[config.mk]
export PLATFORM = sky130hd
export DESIGN_NAME = sprite_eval
export DESIGN_NICKNAME = d
export VERILOG_FILES = /design/src/rtl/sprite_eval.sv
export SDC_FILE = /design/constraint.sdc
export NUM_CORES = 1
export LEC_CHECK = 0
export CAP_MARGIN = 20
export CORE_MARGIN = 2
export CORE_UTILIZATION = 25
export DETAILED_ROUTE_END_ITERATION = 8
export SLEW_MARGIN = 25
export SYNTH_ARGS = -nofsm -noshare
export SYNTH_HDL_FRONTEND = slang
export SYNTH_SLANG_ARGS = --single-unit
[constraint.sdc]
create_clock -name clk -period 8.2 [get_ports clk]
set_input_delay 2.05 -clock clk [delete_from_list [all_inputs] [get_ports clk]]
set_output_delay 2.05 -clock clk [all_outputs]
set_load 0.05 [all_outputs]
[src/rtl/sprite_eval.sv]
// rtl/sprite_eval.sv - per-scanline sprite evaluation into secondary OAM
// Clears secondary OAM, then copies up to MAX_SPRITES in-range primary OAM sprites.
module sprite_eval #(
    parameter int OAM_ENTRIES = 64,
    parameter int MAX_SPRITES = 8
) (
    input  logic       clk,
    input  logic       rst,
    input  logic       pixel_en,
    input  logic       eval_start,
    input  logic [8:0] scanline,
    input  logic       sprite_16,
    output logic [7:0] oam_addr,
    input  logic [7:0] oam_din,
    output logic [4:0] soam_addr,
    output logic [7:0] soam_dout,
    output logic       soam_we,
    output logic [3:0] sprite_count,
    output logic       sprite0_in_range,
    output logic       overflow,
    output logic       eval_done
);

    localparam int            NW      = $clog2(OAM_ENTRIES);
    localparam logic [NW-1:0] LAST_N  = NW'(OAM_ENTRIES - 1);
    localparam logic [3:0]    MAX_CNT = 4'(MAX_SPRITES);

    typedef enum logic [2:0] {
        IDLE,
        CLEAR,
        RD_Y,
        CHK_Y,
        RD_B,
        WR_B,
        DONE
    } state_t;

    state_t        state, state_n;
    logic [NW-1:0] n, n_n;
    logic [1:0]    b, b_n;
    logic [3:0]    count, count_n;
    logic [4:0]    clr, clr_n;
    logic          s0, s0_n;
    logic          ovf, ovf_n;
    logic [7:0]    oam_addr_n;

    // Range test is unsigned and one-sided: a Y above the scanline never wraps in.
    logic [8:0] y_ext;
    logic [8:0] diff;
    logic [8:0] height;
    logic       in_range;

    assign y_ext    = {1'b0, oam_din};
    assign diff     = scanline - y_ext;
    assign height   = sprite_16 ? 9'd16 : 9'd8;
    assign in_range = (scanline >= y_ext) && (diff < height);

    always_ff @(posedge clk) begin
        if (rst) begin
            state    <= IDLE;
            n        <= '0;
            b        <= '0;
            count    <= '0;
            clr      <= '0;
            s0       <= 1'b0;
            ovf      <= 1'b0;
            oam_addr <= '0;
        end else begin
            state    <= state_n;
            n        <= n_n;
            b        <= b_n;
            count    <= count_n;
            clr      <= clr_n;
            s0       <= s0_n;
            ovf      <= ovf_n;
            oam_addr <= oam_addr_n;
        end
    end

    always_comb begin
        state_n    = state;
        n_n        = n;
        b_n        = b;
        count_n    = count;
        clr_n      = clr;
        s0_n       = s0;
        ovf_n      = ovf;
        oam_addr_n = oam_addr;
        soam_we    = 1'b0;
        soam_addr  = '0;
        soam_dout  = '0;

        case (state)
            IDLE, DONE: begin
                // Acceptance does not wait for a dot tick.
                if (eval_start) begin
                    state_n = CLEAR;
                    n_n     = '0;
                    b_n     = '0;
                    count_n = '0;
                    clr_n   = '0;
                    s0_n    = 1'b0;
                    ovf_n   = 1'b0;
                end
            end

            CLEAR: begin
                soam_addr = clr;
                soam_dout = 8'hFF;
                soam_we   = pixel_en;
                if (pixel_en) begin
                    clr_n = clr + 5'd1;
                    if (clr == 5'd31) begin
                        state_n = RD_Y;
                    end
                end
            end

            RD_Y: begin
                if (pixel_en) begin
                    oam_addr_n = 8'({n, 2'b00});
                    state_n    = CHK_Y;
                end
            end

            CHK_Y: begin
                soam_addr = {count[2:0], 2'b00};
                soam_dout = oam_din;
                if (pixel_en) begin
                    if (in_range) begin
                        if (count < MAX_CNT) begin
                            soam_we = 1'b1;
                            b_n     = 2'd1;
                            state_n = RD_B;
                            if (n == '0) begin
                                s0_n = 1'b1;
                            end
                        end else begin
                            ovf_n   = 1'b1;
                            state_n = DONE;
                        end
                    end else if (n == LAST_N) begin
                        state_n = DONE;
                    end else begin
                        n_n     = n + NW'(1);
                        state_n = RD_Y;
                    end
                end
            end

            RD_B: begin
                if (pixel_en) begin
                    oam_addr_n = 8'({n, b});
                    state_n    = WR_B;
                end
            end

            WR_B: begin
                soam_addr = {count[2:0], b};
                soam_dout = oam_din;
                if (pixel_en) begin
                    soam_we = 1'b1;
                    if (b == 2'd3) begin
                        count_n = count + 4'd1;
                        if (n == LAST_N) begin
                            state_n = DONE;
                        end else begin
                            n_n     = n + NW'(1);
                            state_n = RD_Y;
                        end
                    end else begin
                        b_n     = b + 2'd1;
                        state_n = RD_B;
                    end
                end
            end

            default: state_n = IDLE;
        endcase
    end

    assign sprite_count     = count;
    assign sprite0_in_range = s0;
    assign overflow         = ovf;
    assign eval_done        = (state == DONE);

endmodule

==> impl_metrics.tcl, run 1 <==
set metrics [dict create \
    outcome "completed" \
    layout-drive-gt1-share 0.0641 \
    layout.nets 395 \
    setup_viol 0 \
    synth_area_leaders "dfxtp_1 25%, ha_1 7.8%, nor2_1 6.3%, mux2i_1 5.4%, nand2_1 4.5%" \
    r2r_start "state[0]" \
    n_antenna_cell 0 \
    cts_tree "yes" \
    tightest_slew_ns 0.841 \
    start_util 0.259 \
    fin_crit_sh 0.957 \
    fin_crit_ns 7.84 \
    synthArstFlopShare 0 \
    ys_seq_area_frac 0.250 \
    multi_input_comb_area_um2 1680 \
    path_max_fanout 6 \
    setup_tns_ns 0 \
    grt_usage 0.131 \
    relSlewSlack 0.438 \
    synth-edff-count 0 \
    clkSlewWorstSetupHoldPaths_ns 0.06 \
    cts_root_buffer "clkbuf_8" \
    fmax_mhz 127 \
    power.leakage_nw 1.21 \
    yosys_warnings 0 \
    critical_path_arrival_ns 5.79 \
    via_count 2365 \
    fin_skew_ns 0.00483 \
    die_x_um 102 \
    post_cts_buffers 0 \
    num_rows 35 \
    grt_pass1_wl_mm 11.0 \
    gp_congestion 0.902 \
    io_pins 51 \
    drv_slew 0 \
    syn_to_final_growth_pct 31.0 \
    cts_resized 0 \
    ir_drop_mv 0.0742 \
    clkLatencyLatePin_ns 0.28 \
    drcViolationCount 0 \
    maxCapViolations 0 \
    dp_hpwl_mm 4.82 \
    worst_slack_ns 0.355 \
    rsz0062_at_grt "false" \
    numCtsBuffers 5 \
    pre_cts_slack_ns 0.352 \
    worstPathRequired_ns 6.15 \
    die_h_um 102 \
    first_pass_iters 4 \
    synth_top_flop_cell "dfxtp_1" \
    critPathMaxStageDelay_ns 0.57 \
    reg2regPathDepth 6 \
    critPathLaunchType "input pin" \
    portBuffers 50 \
    holdWs_ns 0.500 \
    ys_seq_elements 30 \
    final_util 0.339 \
    ff2ff_setup_slack_ns 5.53 \
    synth_common_cells "40 x nor2_1, 30 x dfxtp_1, 29 x nand2_1" \
    startpoint "oam_din[3]" \
    vias_per_cell 4.85 \
    syn_nets 350 \
    wl_mm 6.45 \
    grt_pass1_vias 2338 \
    cp_slowest_cell "or4_4" \
    synthCells 313 \
    hold_viol_final 0 \
    fp.dieArea_um2 10400 \
    h-tree-depth 2 \
    holdCritPathClass "register to register" \
    layout.area.seq_um2 601 \
    synth.largest_area_cell "dfxtp_1" \
    antenna_found_initial 0 \
    ctsLongestPathBuffers 2 \
    overflow 0 \
    grt_max_degree 39 \
    synth_top_area_frac 0.250 \
    first_iter_violations 238 \
    ant_nets 0 \
    cts_hold_buffers 0 \
    rr_endpoint "n[2]" \
    cp_cell_sequence "clkdlybuf4s50_1 > inv_1 > ha_1 > o21ai_0 > a21oi_1 > nor2_1 > xnor2_1 > ha_1 > a21o_1 > a221oi_2 > o211ai_1 > or4_4 > nor3_4 > nand2_2 > o21ai_0 > buf_12" \
    p_per_area_nw_per_um2 188 \
    endpoint_kind "output pin" \
    cts.sinks 30 \
    synth.most_common_cell "nor2_1" \
    avgSynthCellArea_um2 7.67 \
    cp-endpoint "soam_we" \
    wl_per_cell_um 13.2 \
    ys_types 57 \
    design.core.area_um2 9280 \
    netlist_area_um2 2400 \
    worstSetupPathType "input pin to output pin" \
    fill_cells 1003 \
]
layer usage:
layer / vias to the layer above / global-route usage / part of all wire
met4: 0 / 0.0574 / 0.023
met1: 1082 / 0.171 / 0.45
met2: 68 / 0.215 / 0.46
met3: 9 / 0.0185 / 0.058
met5: - / 0 / 0
li1: 1206 / - / -
where the power goes:
part	internal, mW	switching [mW]
registers	0.154	0.0233
logic	0.105	0.165
clock network	0.0908	0.0534
cell families after synthesis:
kind of cell | after synthesis | share of synthesized area
compound gates | 71 | 0.203
xor+xnor | 10 | 0.0365
fa+ha+maj | 23 | 0.112
buf+inv | 33 | 0.0516
flops | 30 | 0.250
mux | 14 | 0.0589
simple gates | 132 | 0.289
critical path, delay by kind of cell:
family / cells / cell delay [ns]
AO/OA/AOI/OAI: 6 / 1.27
XOR/XNOR: 1 / 0.14
adder cells (fa/ha/maj): 2 / 0.67
buffers and inverters: 3 / 0.70
AND/OR/NAND/NOR: 4 / 0.97
how the worst min path moves through the flow:
stage / start / to / slack, ns / cells past startpoint
after floorplan: clr[3] / clr[3] / 0.49 / 2
after global placement: oam_addr[5] / oam_addr[5] / 0.48 / 2
after detailed placement: oam_addr[5] / oam_addr[5] / 0.49 / 2
after CTS: oam_addr[5] / oam_addr[5] / 0.51 / 2
after global routing: oam_addr[2] / oam_addr[2] / 0.53 / 2
final: oam_addr[5] / oam_addr[5] / 0.50 / 2
registers in the layout, indices dropped and copies added, names as in the netlist:
signal,flops
sprite0_in_range,1
clr,5
state,3
n,6
b,2
sprite_count,4
oam_addr,8
overflow,1
area by class of cell:
cell class | count | area share
Multi-Input combinational cell | 250 | 0.533
Inverter | 18 | 0.0215
Sequential cell | 30 | 0.191
Clock buffer | 7 | 0.0243
Tap cell | 129 | 0.0513
Clock inverter | 1 | 0.00955
Timing Repair Buffer | 53 | 0.169
through the flow:
stage | instance area [um2] | instances | power (mW)
after floorplan | 2400 | 313 | 0.368
after global placement | 3040 | 480 | 0.446
after detailed placement | 3040 | 480 | 0.449
after CTS | 3150 | 488 | 0.596
after global routing | 3150 | 488 | 0.626
final | 3150 | 488 | 0.591
cell usage in the layout, fill, tap and decap left out, drive strengths merged, types with 8 or more instances in the layout:
cell type and count:
nand3 9, dfxtp 30, maj3 8, nor2b 13, inv 18, clkdlybuf4s50 49, a21oi 17, mux2i 13
nand2 30, o21ai 11, nor2 40, ha 15
No activity file was read; power rests on OpenSTA's default activity.
==> run 2: changes to the inputs <==
Settings changed: ABC_AREA from default to 1, CTS_BUF_LIST from default to sky130_fd_sc_hd__clkbuf_16, DONT_BUFFER_PORTS from default to 1.
==> impl_metrics.tcl, run 2 <==
set metrics [dict create \
    outcome "completed" \
    post_cts_buffers 0 \
    syn_to_final_growth_pct 13.2 \
    synth-edff-count 0 \
    layout_common_cells "70 x nand2_1, 62 x inv_1, 36 x nand3_1, 34 x nor2_1" \
    cts_root_buffer "clkbuf_16" \
    highest_layer "met4" \
    design.core.area_um2 8680 \
    num_rows 34 \
    synthCells 350 \
    cts_hold_buffers 0 \
    largest_register_ffs 8 \
    antenna_found_initial 0 \
    avgSynthCellArea_um2 6.33 \
    critPathLaunchType "input pin" \
    wl_mm 5.82 \
    rsz0062_at_grt "false" \
    fin_skew_ns 0.00543 \
    fp.dieArea_um2 9640 \
    overflow 0 \
    first_iter_violations 79 \
    maxCapViolations 0 \
    grt_pass1_wl_mm 9.83 \
    via_count 2182 \
    portBuffers 0 \
    met2WireLength_mm 2.64 \
    start_util 0.255 \
    route.met3.wl_um 345 \
    dp_hpwl_mm 4.55 \
    die_h_um 98.2 \
    hold_viol_final 0 \
    ctsLongestPathBuffers 2 \
    drcViolationCount 0 \
    m1WireLength_mm 2.75 \
    drv_slew 0 \
    critical_path_arrival_ns 4.18 \
    mostFrequentLayoutCell "nand2_1" \
    grt_pass1_vias 2049 \
    worstSetupPathType "input pin to output pin" \
    cts.sinks 30 \
    layout-drive-gt1-share 0.0932 \
    ys_seq_elements 30 \
    path_max_fanout 5 \
    largestRegisters "oam_addr: 8 flops, n: 6 flops, clr: 5 flops" \
    io_pins 51 \
    relSlewSlack 0.303 \
    cts_resized 0 \
    tightest_slew_ns 1.06 \
    grt_max_degree 16 \
    synth_area_leaders "dfxtp_1 27%, nand2_1 12%, inv_1 10%, ha_1 8.5%, nand3_1 8.1%" \
    synthArstFlopShare 0 \
    ys_seq_area_frac 0.271 \
    die_x_um 98.2 \
    fin_crit_sh 0.760 \
    numCtsBuffers 5 \
    fmax_mhz 160 \
    layout.nets 390 \
    clkLatencyLatePin_ns 0.28 \
    final_cells 462 \
    clkSlewWorstSetupHoldPaths_ns 0.05 \
    endpoint_kind "output pin" \
    holdWs_ns 0.485 \
    yosys_warnings 0 \
    p_per_area_nw_per_um2 383 \
    synth_top_area_frac 0.271 \
    setup_tns_ns 0 \
    grt_usage 0.126 \
    holdCritPathClass "register to register" \
    synth_common_cells "70 x nand2_1, 62 x inv_1, 36 x nand3_1" \
    ys_types 29 \
    worstPathRequired_ns 6.15 \
    netlist_area_um2 2220 \
    fill_cells 972 \
    n_antenna_cell 0 \
    placedCellCount 454 \
    power.leakage_nw 1.19 \
    synth_top_flop_cell "dfxtp_1" \
    h-tree-depth 2 \
    synth.largest_area_cell "dfxtp_1" \
    top_register "oam_addr" \
    wl_per_cell_um 12.6 \
    cts_tree "yes" \
    gp_congestion 0.864 \
    ir_drop_mv 0.119 \
    ff2ff_setup_slack_ns 5.88 \
    synth.most_common_cell "nand2_1" \
    first_pass_iters 4 \
    vias_per_cell 4.72 \
    syn_nets 387 \
    ant_nets 0 \
    setup_viol 0 \
    fin_crit_ns 6.23 \
]
-- run 2: changes by cell type after synthesis, sizes merged, moves of 13 or more --
cell and change:
a21oi +14, inv +51, mux2i -13, nand2 +44
nand3 +28, nor2b -13, o21ai +14
-- run 2: through the flow --
step | cell area, um2 | util | worst slack, ns | power (mW)
detailed placement | 2340 | 0.270 | 1.98 | 0.757
floorplan | 2220 | - | 1.94 | 0.666
finish | 2510 | 0.289 | 1.97 | 0.962
CTS | 2510 | 0.289 | 1.96 | 0.970
global route | 2510 | 0.289 | 1.81 | 1.05
global placement | 2330 | 0.269 | 1.73 | 0.748
-- run 2: worst max-delay path, cell delays in order --
cell	delay (ns)
inv_1	0.02
ha_1	0.34
nand2_1	0.07
nand2_1	0.08
inv_1	0.04
nand2_1	0.09
xor2_1	0.16
ha_1	0.25
a21oi_1	0.18
nand3_1	0.12
inv_1	0.11
nand3_1	0.09
a21oi_2	0.58
-- run 2: final timing paths --
| path | start | depth (start not counted) | endpoint |
|---|---|---|---|
| max | oam_din[3] | 13 | soam_we |
| min | clr[4] | 2 | clr[4] |
| max reg2reg | state[0] | 11 | clr[1] |
| min reg2reg | clr[4] | 2 | clr[4] |
-- run 2: cell families (layout without fill, tap and decap cells) --
logic type               after synthesis  in the layout  synth area share
buffers and inverters                 73             77             0.125
flip-flops                            30             30             0.271
adder cells (fa/ha/maj)               15             15            0.0847
XOR/XNOR                               2              2           0.00790
AO/OA/AOI/OAI                         61             61             0.150
AND/OR/NAND/NOR                      169            169             0.362
-- run 2: power by group --
part	leakage, nW	switching (mW)	internal (mW)
sequential	0.244	0.0611	0.182
clock	0.0836	0.0665	0.142
combinational	0.863	0.376	0.135
total	1.19	0.503	0.459
-- run 2: routing by layer --
layer  vias up  track usage
met5         -            0
li1       1136            -
met2        54        0.199
met1       985        0.165
met4         0       0.0327
met3         7       0.0458
-- run 2: final cells by class --
cell class / count / area [um2] / area share
multi-input cells: 247 / 1350 / 0.538
inverters: 69 / 259 / 0.103
flip-flops and latches: 30 / 601 / 0.239
well taps: 108 / 135 / 0.0538
clock inverters: 3 / 40.0 / 0.0160
clock buffers: 5 / 125 / 0.0499
